### config.mk
export PLATFORM = sky130hd
export DESIGN_NAME = e203_exu_flush_arb
export DESIGN_NICKNAME = d
export VERILOG_FILES = /design/src/rtl/e203_exu_flush_arb.sv
export SDC_FILE = /design/constraint.sdc
export NUM_CORES = 1
export LEC_CHECK = 0
export ABC_AREA = 1
export CAP_MARGIN = 40
export CORE_UTILIZATION = 40
export CTS_BUF_LIST = sky130_fd_sc_hd__clkbuf_2 sky130_fd_sc_hd__clkbuf_4 sky130_fd_sc_hd__clkbuf_8
export CTS_CLUSTER_SIZE = 28
export DETAILED_ROUTE_END_ITERATION = 10
export PLACE_DENSITY = 0.94
export SLEW_MARGIN = 5
export SYNTH_ARGS = -nofsm -noshare
export SYNTH_HDL_FRONTEND = slang
export SYNTH_SLANG_ARGS = --single-unit
### constraint.sdc
create_clock -name clk -period 3.5 [get_ports clk]
set_input_delay 0.525 -clock clk [delete_from_list [all_inputs] [get_ports clk]]
set_output_delay 0.525 -clock clk [all_outputs]
set_load 0.02 [all_outputs]
### src/rtl/e203_exu_flush_arb.sv
// Commit-stage flush arbiter: grants one of the trap / branch flush requests,
// holds a stable flush request to the IFU until it is accepted, then drains.
module e203_exu_flush_arb #(
    parameter int PC_W      = 32,
    parameter int DRAIN_CYC = 2,
    parameter int CNT_W     = 8
) (
    input  logic             clk,
    input  logic             rst_n,

    input  logic             excp_flush_req,
    input  logic [PC_W-1:0]  excp_flush_add_op1,
    input  logic [PC_W-1:0]  excp_flush_add_op2,
    output logic             excp_flush_ack,

    input  logic             bjp_flush_req,
    input  logic [PC_W-1:0]  bjp_flush_add_op1,
    input  logic [PC_W-1:0]  bjp_flush_add_op2,
    output logic             bjp_flush_ack,

    output logic             pipe_flush_req,
    output logic [PC_W-1:0]  pipe_flush_add_op1,
    output logic [PC_W-1:0]  pipe_flush_add_op2,
    output logic             pipe_flush_src,
    input  logic             pipe_flush_ack,

    output logic             flush_busy,
    input  logic             cnt_clr,
    output logic [CNT_W-1:0] flush_cnt
);

    typedef enum logic [1:0] {
        IDLE  = 2'd0,
        REQ   = 2'd1,
        DRAIN = 2'd2
    } state_e;

    // The drain counter holds DRAIN_CYC-1 so that DRAIN lasts exactly DRAIN_CYC cycles.
    localparam int              DRAIN_LOAD_I = (DRAIN_CYC > 0) ? DRAIN_CYC - 1 : 0;
    localparam logic [3:0]      DRAIN_LOAD   = DRAIN_LOAD_I[3:0];
    localparam logic [CNT_W-1:0] CNT_ONE     = {{(CNT_W-1){1'b0}}, 1'b1};

    state_e            state_q, state_d;
    logic [3:0]        drain_q, drain_d;
    logic [PC_W-1:0]   op1_q, op1_d;
    logic [PC_W-1:0]   op2_q, op2_d;
    logic              src_q, src_d;
    logic [CNT_W-1:0]  cnt_q, cnt_d;
    logic              hs;

    always_comb begin
        state_d = state_q;
        drain_d = drain_q;
        op1_d   = op1_q;
        op2_d   = op2_q;
        src_d   = src_q;
        hs      = 1'b0;

        case (state_q)
            IDLE: begin
                if (excp_flush_req) begin
                    op1_d   = excp_flush_add_op1;
                    op2_d   = excp_flush_add_op2;
                    src_d   = 1'b1;
                    state_d = REQ;
                end else if (bjp_flush_req) begin
                    op1_d   = bjp_flush_add_op1;
                    op2_d   = bjp_flush_add_op2;
                    src_d   = 1'b0;
                    state_d = REQ;
                end
            end
            REQ: begin
                // Operands and source are frozen here; only the IFU ack moves us on.
                if (pipe_flush_ack) begin
                    hs = 1'b1;
                    if (DRAIN_CYC == 0) begin
                        state_d = IDLE;
                    end else begin
                        state_d = DRAIN;
                        drain_d = DRAIN_LOAD;
                    end
                end
            end
            DRAIN: begin
                if (drain_q == 4'd0) begin
                    state_d = IDLE;
                end else begin
                    drain_d = drain_q - 4'd1;
                end
            end
            default: begin
                state_d = IDLE;
            end
        endcase
    end

    // Clear wins over a coincident handshake; the count sticks at all-ones.
    always_comb begin
        cnt_d = cnt_q;
        if (cnt_clr) begin
            cnt_d = '0;
        end else if (hs && (cnt_q != {CNT_W{1'b1}})) begin
            cnt_d = cnt_q + CNT_ONE;
        end
    end

    always_ff @(posedge clk) begin
        if (!rst_n) begin
            state_q <= IDLE;
            drain_q <= 4'd0;
            op1_q   <= '0;
            op2_q   <= '0;
            src_q   <= 1'b0;
            cnt_q   <= '0;
        end else begin
            state_q <= state_d;
            drain_q <= drain_d;
            op1_q   <= op1_d;
            op2_q   <= op2_d;
            src_q   <= src_d;
            cnt_q   <= cnt_d;
        end
    end

    // A handshake coinciding with reset is abandoned, so the acks are gated by rst_n.
    assign excp_flush_ack     = hs & rst_n & src_q;
    assign bjp_flush_ack      = hs & rst_n & ~src_q;
    assign pipe_flush_req     = (state_q == REQ);
    assign pipe_flush_add_op1 = op1_q;
    assign pipe_flush_add_op2 = op2_q;
    assign pipe_flush_src     = src_q;
    assign flush_busy         = (state_q != IDLE);
    assign flush_cnt          = cnt_q;

endmodule

After elaboration in Yosys (flattened, before gate mapping)
Index checks and enable logic that the tools add are counted.
- register bits after elaboration: 79
- bits of input ports: 134
- output and inout bits: 77
- word-level logic and storage cells: 46
- add/subtract/negate cells: 2
- equal/unequal tests: 7
- multiplexer cells: 16
- bitwise logic cells: 5
- reductions and logical operators: 10
- operator list (kind ; count):
    2-to-1 mux 32 bit ; 4
    adder 8 x 1 -> 8 bit, second input constant ; 1
    2-to-1 mux 2 bit ; 4
    2-to-1 mux 4 bit ; 2
    inequality test 8 bit, second input constant ; 1
    case mux 4 bit (2 select lines) ; 1
    case mux 2 bit (3 select lines) ; 1
    AND reduction 3 bit ; 2
    nonzero test 2 bit ; 3
    logical NOT 4 bit ; 1
    2-to-1 mux 1 bit ; 4
    inequality test 2 bit, second input constant ; 2
    subtractor 4 x 1 -> 4 bit, second input constant ; 1
    bitwise AND 1 bit ; 3
    inequality test 3 bit, second input constant ; 1
    == test 2 x 1 -> 1 bit, second input constant ; 1
    == test 2 bit, second input constant ; 1
    logical NOT 2 bit ; 1
    inequality test 2 x 1 -> 1 bit, second input constant ; 1
    NOT 1 bit ; 2
    AND reduction 2 bit ; 1
    OR reduction 2 bit ; 1
    logical AND 1 bit ; 1

Depth between registers and ports, before layout
- word-level depth: 4
- mapped depth: 8
- mapped depth without buffers: 8

Least setup slack after synthesis
No wires, ideal clock.
- path kind: register to output
- start: register state_q[0]
- end: output excp_flush_ack
- arrival time: 1.214 ns
- data required time: 2.975 ns
- path slack: 1.761 ns
- stages on the path, launching flop included: 5
- path buffers: 0
- cell sequence: dfxtp_1 -> inv_2 -> nor2_4 -> nand2_2 -> nor3b_1
- word-level cells in the longest chain between the ends: 4
- ends and longest elaborated chain (element ; RTL line ; source):
    from (decl) ; 43 ; state_e state_q, state_d;
    from (signal assigned) ; 117 ; state_q <= state_d;
    == test 2 x 1 -> 1 bit ; n/a ;
    named net pipe_flush_req ; 21 ; output logic pipe_flush_req,
    2-to-1 mux 1 bit ; 59 ; case (state_q)
    bitwise AND 1 bit (2 in series) ; 127 ; assign excp_flush_ack = hs & rst_n & src_q;
    to (decl) ; 14 ; output logic excp_flush_ack,
The timed path passes the listed nets, and every way through them passes these cells.

Worst setup path in the final report
- start: input pipe_flush_ack
- end: output excp_flush_ack
- word-level cells in the longest chain between the ends: 4
- ends and longest elaborated chain (element ; RTL line ; source):
    from (decl) ; 25 ; input logic pipe_flush_ack,
    2-to-1 mux 1 bit ; 75 ; if (pipe_flush_ack) begin
    2-to-1 mux 1 bit ; 59 ;
    bitwise AND 1 bit (2 in series) ; 127 ;
Every way passes these cells.

==> impl_metrics.tcl <==
set metrics [dict create \
    min_period_ps 2470 \
    fin_setup_tns_ps 0 \
    numCtsBuffers 9 \
    firstDrtPassIters 5 \
    criticalPathCategory "primary input to output pin" \
    cts_htree_levels 3 \
    fin_ws_ps 1030 \
    status "complete, no violations" \
    switching_power_uw 718 \
    crit_arrival_ps 1940 \
    end_kind "output pin" \
    postCtsHoldBufs 0 \
    clock_latency_ps 320 \
    port_buffers 210 \
    relSlewSlack_pct 55.6 \
    max_cap_violations 0 \
    power.density_mw_per_mm2 410 \
    wl_met1_mm 3.98 \
    synth_top_area_share_pct 45.0 \
    grt_pass1_vias 3633 \
    start_util_pct 42.1 \
    postRouteAntennaNets 0 \
    netlist_area_mm2 0.00351 \
    drcViolationCount 0 \
    synth_cells 404 \
    die_w_um 95.7 \
    startpoint_type "primary input" \
    routed_wl_mm 10.7 \
    seq_power_share_pct 44.3 \
    dr_total_vias 3662 \
    grt-ovfl-total 0 \
    ioPinCount 211 \
    final_cell_mix "clkdlybuf4s50_1, dfxtp_1, a21oi_1" \
    dp_hpwl_mm 8.09 \
    synth_area_leaders "dfxtp_1, mux2i_1, a21oi_1" \
    antenna_cells 0 \
    irDropWorstVdd_uv 234 \
    final_common_cell "clkdlybuf4s50_1" \
    viasPerCell 5.16 \
    track_usage_pct 22.9 \
    post-route-period-util_pct 70.5 \
    syn_to_final_growth_pct 64.3 \
    cts.repair.resized 0 \
    cts_tree "built" \
    dp_cells 695 \
    clockRootBuffer "clkbuf_8" \
    place_area_mm2 0.00561 \
    synth_area_per_cell_um2 8.70 \
    hp-class "register to register" \
    p_int_mw 1.65 \
    met2WireLength_mm 5.90 \
    die_area_mm2 0.00916 \
    sw_frac_of_total_pct 30.3 \
    setup_viol_count_final 0 \
    required_ps 2970 \
    p_clk_share_pct 24.7 \
    cts_sinks 79 \
    drv_slew 0 \
    drive_gt1_share_pct 4.79 \
    tightest_slew_ps 666 \
    finalNetCount 737 \
    core.rowCount 33 \
    path_max_fanout 5 \
    fill_cells 636 \
    cts.path.max_buffers 2 \
    skew_ps 7.76 \
    final_core_util_pct 69.2 \
    hold_violations 0 \
    yosysWarnings 0 \
    ys_ff_latch 79 \
    syn-num-nets 540 \
    place_ws_ps 1020 \
    wl_per_cell_um 15.1 \
    max_freq_ghz 0.405 \
    yosysSeqAreaShare_pct 45.0 \
    dr_wl_met3_um 569 \
    final_area_mm2 0.00577 \
    cts_setup_buffers 0 \
    p_leak_nw 2.33 \
    yosysTopAreaCell "dfxtp_1" \
    die-height_um 95.7 \
    rsz0062_at_grt "no" \
    antenna_found_initial 0 \
    synth.distinct_cells 23 \
    cts.clk_slew.worst_paths_ps 70 \
    initialDrtViolationCount 88 \
    top_layer "met4" \
    p_comb_share_pct 30.9 \
    stdcell_count 710 \
    grt_first_pass_wirelength_mm 16.2 \
    grt_max_degree 79 \
    gp_congestion 0.808 \
    placeableCoreArea_mm2 0.00834 \
]
==> metrics by stage <==
step / total power, mW / hold WS, ps
6_report: 2.37 / 497
5_1_grt: 2.48 / 515
4_1_cts: 2.39 / 494
3_5_place_dp: 1.80 / 483
3_3_place_gp: 1.77 / 472
2_1_floorplan: 1.42 / 468
==> cell type report <==
type                            instances  area, um2  share of cell area [%]
Timing Repair Buffer                  214       2120                    36.8
Multi-Input combinational cell        279       1700                    29.5
Sequential cell                        79       1580                    27.4
Clock buffer                           11        145                    2.51
Tap cell                              105        131                    2.28
Inverter                               18       67.6                    1.17
Clock inverter                          4       22.5                   0.390
==> power by group through the flow <==
stage | clock network [mW] | registers [mW] | logic (mW)
2_1_floorplan | 0 | 1.17 | 0.248
3_3_place_gp | 0 | 1.06 | 0.711
3_5_place_dp | 0 | 1.07 | 0.732
4_1_cts | 0.601 | 1.05 | 0.735
5_1_grt | 0.633 | 1.06 | 0.781
6_report | 0.586 | 1.05 | 0.732
==> cell usage after synthesis <==
cell	instances
clkbuf_1	6
inv_2	3
o21ai_0	33
dfxtp_1	79
nand3_1	6
nor3b_1	1
buf_2	13
a21oi_1	73
xor2_1	3
clkbuf_4	1
nor2_4	2
buf_6	3
ha_1	2
nand4_1	2
nor2_1	20
mux2i_1	64
nand2_1	31
buf_4	4
nand2_2	3
nor3_1	4
clkbuf_2	1
o21ai_1	35
inv_1	15
==> routing by layer <==
| layer | up-vias | global-route usage [%] |
|---|---|---|
| met5 | - | 0 |
| met4 | 0 | 8.83 |
| met3 | 23 | 5.77 |
| met2 | 126 | 44.7 |
| met1 | 1714 | 23.1 |
| li1 | 1799 | - |
==> registers in the layout, indices dropped and copies added (netlist names) <==
name	cells
drain_q	4
flush_cnt	8
pipe_flush_add_op1	32
pipe_flush_add_op2	32
pipe_flush_src	1
state_q	2
==> critical path, cell delays in order <==
cell and delay (ps):
clkdlybuf4s50_1 500, nand2_2 100, nor3b_1 180, clkdlybuf4s50_1 630
==> logic make-up after synthesis <==
family | Yosys count | share of synthesized area (%)
AO/OA/AOI/OAI | 141 | 20.1
flip-flops | 79 | 45.0
AND/OR/NAND/NOR | 69 | 8.62
multiplexers | 64 | 18.2
buffers and inverters | 46 | 6.59
XOR/XNOR | 3 | 0.748
adder cells (fa/ha/maj) | 2 | 0.712
==> final timing paths <==
| path | startpoint | endpoint | slack [ps] | depth (start not counted) |
|---|---|---|---|---|
| worst min register to register | pipe_flush_src | pipe_flush_src | 500 | 2 |
| worst min-delay path | pipe_flush_src | pipe_flush_src | 500 | 2 |
| worst max-delay path | pipe_flush_ack | excp_flush_ack | 1030 | 4 |
| worst max register to register | state_q[1] | pipe_flush_add_op1[12] | 1870 | 6 |
No activity file was read; power rests on OpenSTA's default activity.
